[src/rtl/i2c_tca6416a_pkg.sv]
// Shared definitions for the TCA6416A I2C transactions: addressing, register
// pointers, the per-slot encoding used by the read slot ROM, and debug state.
package i2c_tca6416a_pkg;

  localparam logic I2C_DIR_WRITE = 1'b0;
  localparam logic I2C_DIR_READ  = 1'b1;

  localparam logic [5:0] SLAVE_ADDR_PREFIX = 6'b010000;

  localparam logic [7:0] CMD_INPUT_0  = 8'h00;
  localparam logic [7:0] CMD_OUTPUT_0 = 8'h02;
  localparam logic [7:0] CMD_CONFIG_0 = 8'h06;

  localparam int XFER_LENGTH = 50;
  localparam int STOP_INDEX  = 48;
  localparam int INDEX_W     = 6;

  typedef enum logic [1:0] {
    KIND_NONE   = 2'd0,
    KIND_CHECK  = 2'd1,
    KIND_SHIFT0 = 2'd2,
    KIND_SHIFT1 = 2'd3
  } slot_kind_t;

  typedef struct packed {
    logic       sda;
    logic       skip;
    slot_kind_t kind;
  } slot_t;

  typedef enum logic {
    ST_IDLE = 1'b0,
    ST_XFER = 1'b1
  } reader_state_t;

  typedef struct packed {
    reader_state_t        state;
    logic [INDEX_W-1:0]   index;
  } reader_dbg_t;

endpackage

[src/rtl/i2c_tca6416a_read_slot_rom.sv]
// Slot table for the read transaction: maps slot index to the SDA level the
// master drives, whether SCL stays high after the slot, and what phase 2 samples.
module i2c_tca6416a_read_slot_rom
  import i2c_tca6416a_pkg::*;
(
  input  logic [INDEX_W-1:0] index,
  input  logic               unit,
  input  logic [7:0]         command,
  output slot_t              slot
);

  logic [6:0] addr;
  logic [2:0] addr_sel;
  logic [2:0] cmd_sel;

  assign addr     = {SLAVE_ADDR_PREFIX, unit};
  // Address appears twice: slots 1-7 and again after the repeated start, 21-27.
  assign addr_sel = (index < 6'd20) ? 3'(6'd7 - index) : 3'(6'd27 - index);
  assign cmd_sel  = 3'(6'd17 - index);

  always_comb begin
    slot = '{sda: 1'b1, skip: 1'b0, kind: KIND_NONE};
    case (index) inside
      6'd0:                 slot.sda  = 1'b0;
      [6'd1:6'd7]:          slot.sda  = addr[addr_sel];
      6'd8:                 slot.sda  = I2C_DIR_WRITE;
      6'd9, 6'd18, 6'd29:   slot.kind = KIND_CHECK;
      [6'd10:6'd17]:        slot.sda  = command[cmd_sel];
      6'd19:                slot.skip = 1'b1;
      6'd20:                slot.sda  = 1'b0;
      [6'd21:6'd27]:        slot.sda  = addr[addr_sel];
      6'd28:                slot.sda  = I2C_DIR_READ;
      [6'd30:6'd37]:        slot.kind = KIND_SHIFT0;
      6'd38:                slot.sda  = 1'b0;
      [6'd39:6'd46]:        slot.kind = KIND_SHIFT1;
      6'd47:                slot.sda  = 1'b1;
      6'd48: begin
        slot.sda  = 1'b0;
        slot.skip = 1'b1;
      end
      default:              slot.skip = 1'b1;
    endcase
  end

endmodule

[src/rtl/i2c_tca6416a_reader.sv]
// TCA6416A register read over I2C: command write, repeated start, two data bytes.
// Build option I2C_TCA6416A_READER_NACK_ABORT_EN: a slave NACK jumps to the stop slot.
module i2c_tca6416a_reader
  import i2c_tca6416a_pkg::*;
(
  input  logic        clock_i,
  input  logic        reset_i,
  input  logic        unit_i,
  input  logic [7:0]  command_i,
  input  logic        start_i,
  input  logic [1:0]  bit_phase_i,
  input  logic        bit_phase_inc_i,
  input  logic        sda_i,
  output logic        scl_o,
  output logic        sda_o,
  output logic        busy_o,
  output logic        stop_o,
  output logic        ack_error_o,
  output logic [7:0]  data_0_o,
  output logic [7:0]  data_1_o,
  output reader_dbg_t debug_o
);

  localparam logic [INDEX_W-1:0] LAST_INDEX = INDEX_W'(XFER_LENGTH - 1);
  localparam logic [INDEX_W-1:0] STOP_SLOT  = INDEX_W'(STOP_INDEX);

  reader_state_t      state;
  logic [INDEX_W-1:0] index;
  logic [7:0]         shift_0;
  logic [7:0]         shift_1;
  slot_t              slot;

  i2c_tca6416a_read_slot_rom u_slot_rom (
    .index   (index),
    .unit    (unit_i),
    .command (command_i),
    .slot    (slot)
  );

  assign debug_o.state = state;
  assign debug_o.index = index;

  // start_i is a level request taken only on an idle phase-3 strobe; busy_o is
  // high from that strobe until the strobe that pulses stop_o.
  always_ff @(posedge clock_i) begin
    if (reset_i) begin
      state       <= ST_IDLE;
      index       <= '0;
      scl_o       <= 1'b1;
      sda_o       <= 1'b1;
      busy_o      <= 1'b0;
      stop_o      <= 1'b0;
      ack_error_o <= 1'b0;
      data_0_o    <= '0;
      data_1_o    <= '0;
      shift_0     <= '0;
      shift_1     <= '0;
    end else begin
      stop_o <= 1'b0;
      if (bit_phase_inc_i) begin
        case (state)
          ST_IDLE: begin
            scl_o <= 1'b1;
            sda_o <= 1'b1;
            index <= '0;
            if (bit_phase_i == 2'd3 && start_i) begin
              busy_o      <= 1'b1;
              ack_error_o <= 1'b0;
              state       <= ST_XFER;
            end
          end
          ST_XFER: begin
            case (bit_phase_i)
              2'd0: sda_o <= slot.sda;
              2'd1: scl_o <= 1'b1;
              2'd2: begin
                case (slot.kind)
                  KIND_CHECK:  if (sda_i) ack_error_o <= 1'b1;
                  KIND_SHIFT0: shift_0 <= {shift_0[6:0], sda_i};
                  KIND_SHIFT1: shift_1 <= {shift_1[6:0], sda_i};
                  default: ;
                endcase
              end
              default: begin
                scl_o <= slot.skip;
                if (index == LAST_INDEX) begin
                  stop_o <= 1'b1;
                  busy_o <= 1'b0;
                  state  <= ST_IDLE;
                  index  <= '0;
                  // A NACKed transfer leaves the last good readback in place.
                  if (!ack_error_o) begin
                    data_0_o <= shift_0;
                    data_1_o <= shift_1;
                  end
                end
`ifdef I2C_TCA6416A_READER_NACK_ABORT_EN
                else if (slot.kind == KIND_CHECK && ack_error_o) begin
                  scl_o <= 1'b0;
                  index <= STOP_SLOT;
                end
`endif
                else begin
                  index <= index + 1'b1;
                end
              end
            endcase
          end
          default: state <= ST_IDLE;
        endcase
      end
    end
  end

endmodule
[config.mk]
export PLATFORM = sky130hd
export DESIGN_NAME = i2c_tca6416a_reader
export DESIGN_NICKNAME = d
export VERILOG_FILES = /design/src/rtl/i2c_tca6416a_pkg.sv /design/src/rtl/i2c_tca6416a_read_slot_rom.sv /design/src/rtl/i2c_tca6416a_reader.sv
export SDC_FILE = /design/constraint.sdc
export NUM_CORES = 1
export LEC_CHECK = 0
export ABC_AREA = 1
export CELL_PAD_IN_SITES_DETAIL_PLACEMENT = 1
export CELL_PAD_IN_SITES_GLOBAL_PLACEMENT = 1
export CORE_MARGIN = 10
export CORE_UTILIZATION = 29
export CTS_CLUSTER_DIAMETER = 100
export DETAILED_ROUTE_END_ITERATION = 8
export PLACE_DENSITY_LB_ADDON = 0.1
export SYNTH_ARGS = -nofsm -noshare
export SYNTH_HDL_FRONTEND = slang
export SYNTH_HIERARCHICAL = 1
export SYNTH_SLANG_ARGS = --single-unit
[constraint.sdc]
create_clock -name clock_i -period 2.1 [get_ports clock_i]
set_input_delay 0.21 -clock clock_i [delete_from_list [all_inputs] [get_ports clock_i]]
set_output_delay 0.21 -clock clock_i [all_outputs]
set_load 0.03 [all_outputs]
**Word level (Yosys, flattened, before mapping)**

Cells that the tools add are included.

- Register bits: 44
- Input port bits: 16
- Output and inout bits: 28
- Logic and storage cells: 142

- Add/subtract/negate cells: 4
- Order comparisons: 13
- Equal/unequal tests: 25
- Mux-type cells: 65
- Bitwise logic cells: 4
- Reductions and logical operators: 20

Operators by type and width:

| operator | count |
|---|---|
| 2-to-1 mux 1 bit | 41 |
| equality test 6 x 5 -> 1 bit, second input constant | 5 |
| equality test 6 bit, second input constant | 4 |
| 2-to-1 mux 2 bit | 12 |
| equality test 6 x 4 -> 1 bit, second input constant | 2 |
| >= comparator 6 x 5 -> 1 bit, second input constant | 2 |
| less-or-equal comparator 6 x 5 -> 1 bit, second input constant | 2 |
| less-or-equal comparator 6 bit, second input constant | 2 |
| 2-to-1 mux 6 bit | 2 |
| one-hot mux 1 bit (2 select lines) | 6 |
| one-hot mux 6 bit (2 select lines) | 1 |
| AND reduction 4 bit | 3 |
| AND reduction 5 bit | 2 |
| equality test 2 bit, second input constant | 4 |
| < comparator 3 x 4 -> 1 bit, second input constant | 2 |
| inequality test 2 x 1 -> 1 bit, second input constant | 4 |
| inequality test 2 bit, second input constant | 4 |
| adder 6 x 1 -> 6 bit, second input constant | 1 |
| binary-select mux 1 bit (select 3 bit) | 2 |
| >= comparator 6 x 1 -> 1 bit, second input constant | 1 |
| >= comparator 6 x 4 -> 1 bit, second input constant | 1 |
| >= comparator 6 bit, second input constant | 1 |
| less-or-equal comparator 6 x 3 -> 1 bit, second input constant | 1 |
| logical AND 1 bit | 6 |
| 13 further kinds | 20 |

**Depth between registers and ports, before layout**

Gate-level depths: netlist (run 1).

- Depth in word-level cells: 18
- Depth in mapped cells: 15
- Depth with buffers taken out: 13

**By module**

Netlist (run 1), hierarchy kept.

By module, submodules not included:

| module | times used | cells each | area an instance (um^2) | seq. area each (um^2) |
|---|---|---|---|---|
| i2c_tca6416a_reader | 1 | 258 | 1924.3 | 880.8 |
| i2c_tca6416a_read_slot_rom | 1 | 109 | 631.9 | 0.0 |

**Least setup slack after synthesis (run 1)**

No wires, ideal clock.

- Kind: flip-flop to flip-flop
- Start: register index[4]
- End: register shift_1[5]
- Setup time: 0.119 ns
- Arrival time: 2.086 ns
- Data required time: 1.981 ns
- Path slack: -0.106 ns
- Cell stages (with the launch flop): 16
- Buffers on the path: 2
- Period minus slack after synthesis: 2.206 ns
- Cells stage by stage: dfxtp_1 > buf_6 > inv_4 > nor2_8 > nand2_4 > o21ai_2 > inv_1 > a21oi_2 > inv_1 > a21oi_1 > inv_1 > nor2_1 > nand2_1 > buf_6 > o21ai_0 > a21oi_1

RTL lines:

| what | RTL line | RTL |
|---|---|---|
| start: declaration | i2c_tca6416a_reader.sv:28 | `logic [INDEX_W-1:0] index;` |
| start signal: assignment | i2c_tca6416a_reader.sv:104 | `index <= index + 1'b1;` |
| end signal: assignment | i2c_tca6416a_reader.sv:80 | `KIND_SHIFT1: shift_1 <= {shift_1[6:0], sda_i};` |
| end: declaration | i2c_tca6416a_reader.sv:30 | `logic [7:0] shift_1;` |

==> impl_metrics.ini, run 1 <==
[sta]
relSlewSlack = 0.720
worst_slew_pin_slew_ns = 0.417
rsz0062_at_grt = no
hold_ws_ns = 0.457
hold_violations = 0
min_period_over_period = 0.920
fmax_mhz = 517
finalSetupViolCount = 0
finalMaxSlewViolations = 0
clock_skew_ns = 0.00863
min_period_ns = 1.93

[worst_setup_path]
critical_path_class = flip-flop to flip-flop
timing.rr.end = shift_1[3]
cp-start-kind = flip-flop
end_kind = flip-flop
endpoint = shift_1[3]
cp.arrival_ns = 2.11
worstRegToRegCells = 12
crit_start = index[4]
cp.required_ns = 2.27
path_max_fanout = 10
regToRegStartpoint = index[4]
ff2ff_setup_slack_ns = 0.17

[synthesis]
syn-num-nets = 387
yosys.area.top_type = dfxtp_1
yosysUniqueCellTypes = 33
synth_mux_area_frac = 0
ys_top_cells_by_area = dfxtp_1, nand2_1, nand3_1
synth_warnings = 6
synth_cells = 367
ys_seq_area_frac = 0.345
synthDominantCellAreaShare = 0.345
synth_area_per_cell_um2 = 6.97
syn_area_um2 = 2560
synth_compound_area_frac = 0.128
synthSimpleGateAreaFrac = 0.373
synth_top_family_by_area = simple AND/OR/NAND/NOR gates
synth-seq-cells = 44
synth_adder_area_share = 0.0196
synth_xor_area_frac = 0

[clock_tree]
cts_root_buf = clkbuf_8
holdBufCountCts = 0
cts.clk_slew.worst_paths_ns = 0.09
htreeDepth = 2
clk_path_buf_depth = 2
cts_buffers = 5
clkSinkCount = 44
cts_tree = built
clkLatencyLatePin_ns = 0.29

[route]
drc = 0
drt_wl_total_um = 7290
viasPerCell = 4.57
first_pass_iters = 4
vias = 2454
drt-initial-drc-count = 68
final_antenna_net_count = 0
wl_per_cell_um = 13.6

[die]
initial_core_util = 0.296
dieHeight_um = 114
io_pins = 44
rows = 34
die_area_um2 = 13000
core_um2 = 8640
dieWidth_um = 114

[cells_and_area]
fin_area_um2 = 3330
fill_cells = 1095
multi_input_area_um2 = 1360
regArea_um2 = 892
area_growth_pct = 30.4
drive_gt1_frac = 0.200
n_antenna_cell = 0
nets = 448

[grt]
overflow = 0
grt_antenna_before_repair = 0
grt_max_degree = 34
first_global_vias = 2533
grt_first_pass_wirelength_um = 12500
track_usage = 0.115

[pwr]
p_clk_frac = 0.370
comb_power_share = 0.072
switching_power_mw = 0.346
leakage_nw = 1.36
peakVddDrop_mv = 0.232
p_int_mw = 1.15
p_seq_frac = 0.558
power_density_nw_per_um2 = 449
switching_share = 0.231

[placed_design]
port_buffers = 43
place_area_um2 = 3180
detailed_place_hpwl_um = 5710
gp_congestion = 0.864

[run_status]
status = finished, final reports clean

[run]
maxCapViolCount = 0

[worst_hold_path]
whs_path_depth = 2
min-delay-path-class = flip-flop to flip-flop
[synthesized netlist by cell type (all sizes together)]
cell	instances
nor2	64
nand3b	2
buf	15
inv	51
nor3	2
dfxtp	44
nand4	7
o21ai	25
o22ai	2
nand2	81
clkbuf	1
a21oi	31
o21bai	1
ha	4
o2bb2ai	1
o211ai	1
nand3	35
[how the worst min path moves through the flow]
stage | endpoint | slack, ns | startpoint
finish | shift_1[7] | 0.46 | shift_1[7]
detailed placement | shift_1[7] | 0.45 | shift_1[7]
global route | shift_1[7] | 0.50 | shift_1[7]
floorplan | scl_o | 0.35 | bit_phase_inc_i
global placement | shift_1[7] | 0.44 | shift_1[7]
CTS | shift_1[7] | 0.46 | shift_1[7]
[routing by layer]
metal | part of all wire | global-route usage | vias up
met5 | 0 | 0 | -
met4 | 0.0080 | 0.0209 | 0
met2 | 0.43 | 0.178 | 43
met3 | 0.067 | 0.0383 | 4
li1 | - | - | 1284
met1 | 0.49 | 0.154 | 1123
[area by class of cell]
| type | count | share of cell area |
|---|---|---|
| flip-flops and latches | 44 | 0.268 |
| inverters | 51 | 0.0582 |
| repair buffers | 70 | 0.198 |
| multi-input cells | 256 | 0.407 |
| clock buffers | 7 | 0.0259 |
| well taps | 108 | 0.0405 |
| clock inverters | 1 | 0.00225 |
[layout by cell type (no fill, tap or decap), drive strengths merged]
master         count
o211ai             1
o21ai             25
dfxtp             44
clkdlybuf4s50     43
a21oi             31
nor3               2
nand3b             2
inv               51
nand3             35
clkbuf             7
o21bai             1
o22ai              2
nor2              64
nand4              7
o2bb2ai            1
nand2             81
clkinvlp           1
buf               27
ha                 4
[cell families after synthesis]
logic type                 after synthesis
adders and majority gates                4
AOI/OAI and AO/OA                       61
and+or+nand+nor                        191
buffers and inverters                   67
DFF                                     44
[power by group through the flow]
| stage | logic, mW | registers, mW | clock network, mW |
|---|---|---|---|
| floorplan | 0.0478 | 0.861 | 0 |
| detailed placement | 0.107 | 0.858 | 0 |
| global route | 0.119 | 0.836 | 0.624 |
| global placement | 0.107 | 0.858 | 0 |
| CTS | 0.108 | 0.838 | 0.574 |
| finish | 0.107 | 0.835 | 0.554 |
[flip-flops by register name, indices dropped and copies added, names as in the netlist]
name,count
busy_o,1
data_1_o,8
shift_1,8
stop_o,1
shift_0,8
ack_error_o,1
state,1
data_0_o,8
scl_o,1
index,6
sda_o,1
[worst max-delay path, cell delays in order, from the launching register on]
cell	delay (ns)
dfxtp_2	0.40
buf_12	0.14
nor2_4	0.04
buf_4	0.14
nand4_1	0.13
nand3_2	0.11
a21oi_2	0.17
inv_1	0.08
nor2_4	0.14
nand2_1	0.09
buf_4	0.17
o21ai_0	0.14
a21oi_1	0.06
[stage by stage]
step	power, mW	instances	setup TNS, ns	setup slack [ns]	utilization
after CTS	1.52	534	0	0.0394	0.380
after global placement	0.964	526	0	0.0739	0.368
after detailed placement	0.965	526	-0.156	-0.0512	0.368
after floorplan	0.909	367	0	0.00837	-
final	1.50	537	0	0.167	0.386
after global routing	1.58	537	0	0.00833	0.386
[repair_timing]
| item | 4_1_cts | 5_1_grt |
|---|---|---|
| setup buffers | 0 | 3 |
| endpoints found under the setup margin | 8 | 16 |
| gates resized for setup | 1 | 12 |
Power figures use the tool's default switching activity.
==> run 2: changes to the inputs <==
--- a/config.mk
+++ b/config.mk
@@ -13,6 +13,7 @@
 export CTS_CLUSTER_DIAMETER = 100
 export DETAILED_ROUTE_END_ITERATION = 8
 export PLACE_DENSITY_LB_ADDON = 0.1
+export SLEW_MARGIN = 25
 export SYNTH_ARGS = -nofsm -noshare
 export SYNTH_HDL_FRONTEND = slang
 export SYNTH_HIERARCHICAL = 1
==> results of run 2 <==
Same layout as run 1: the final DEF is identical, and so are final timing and power.
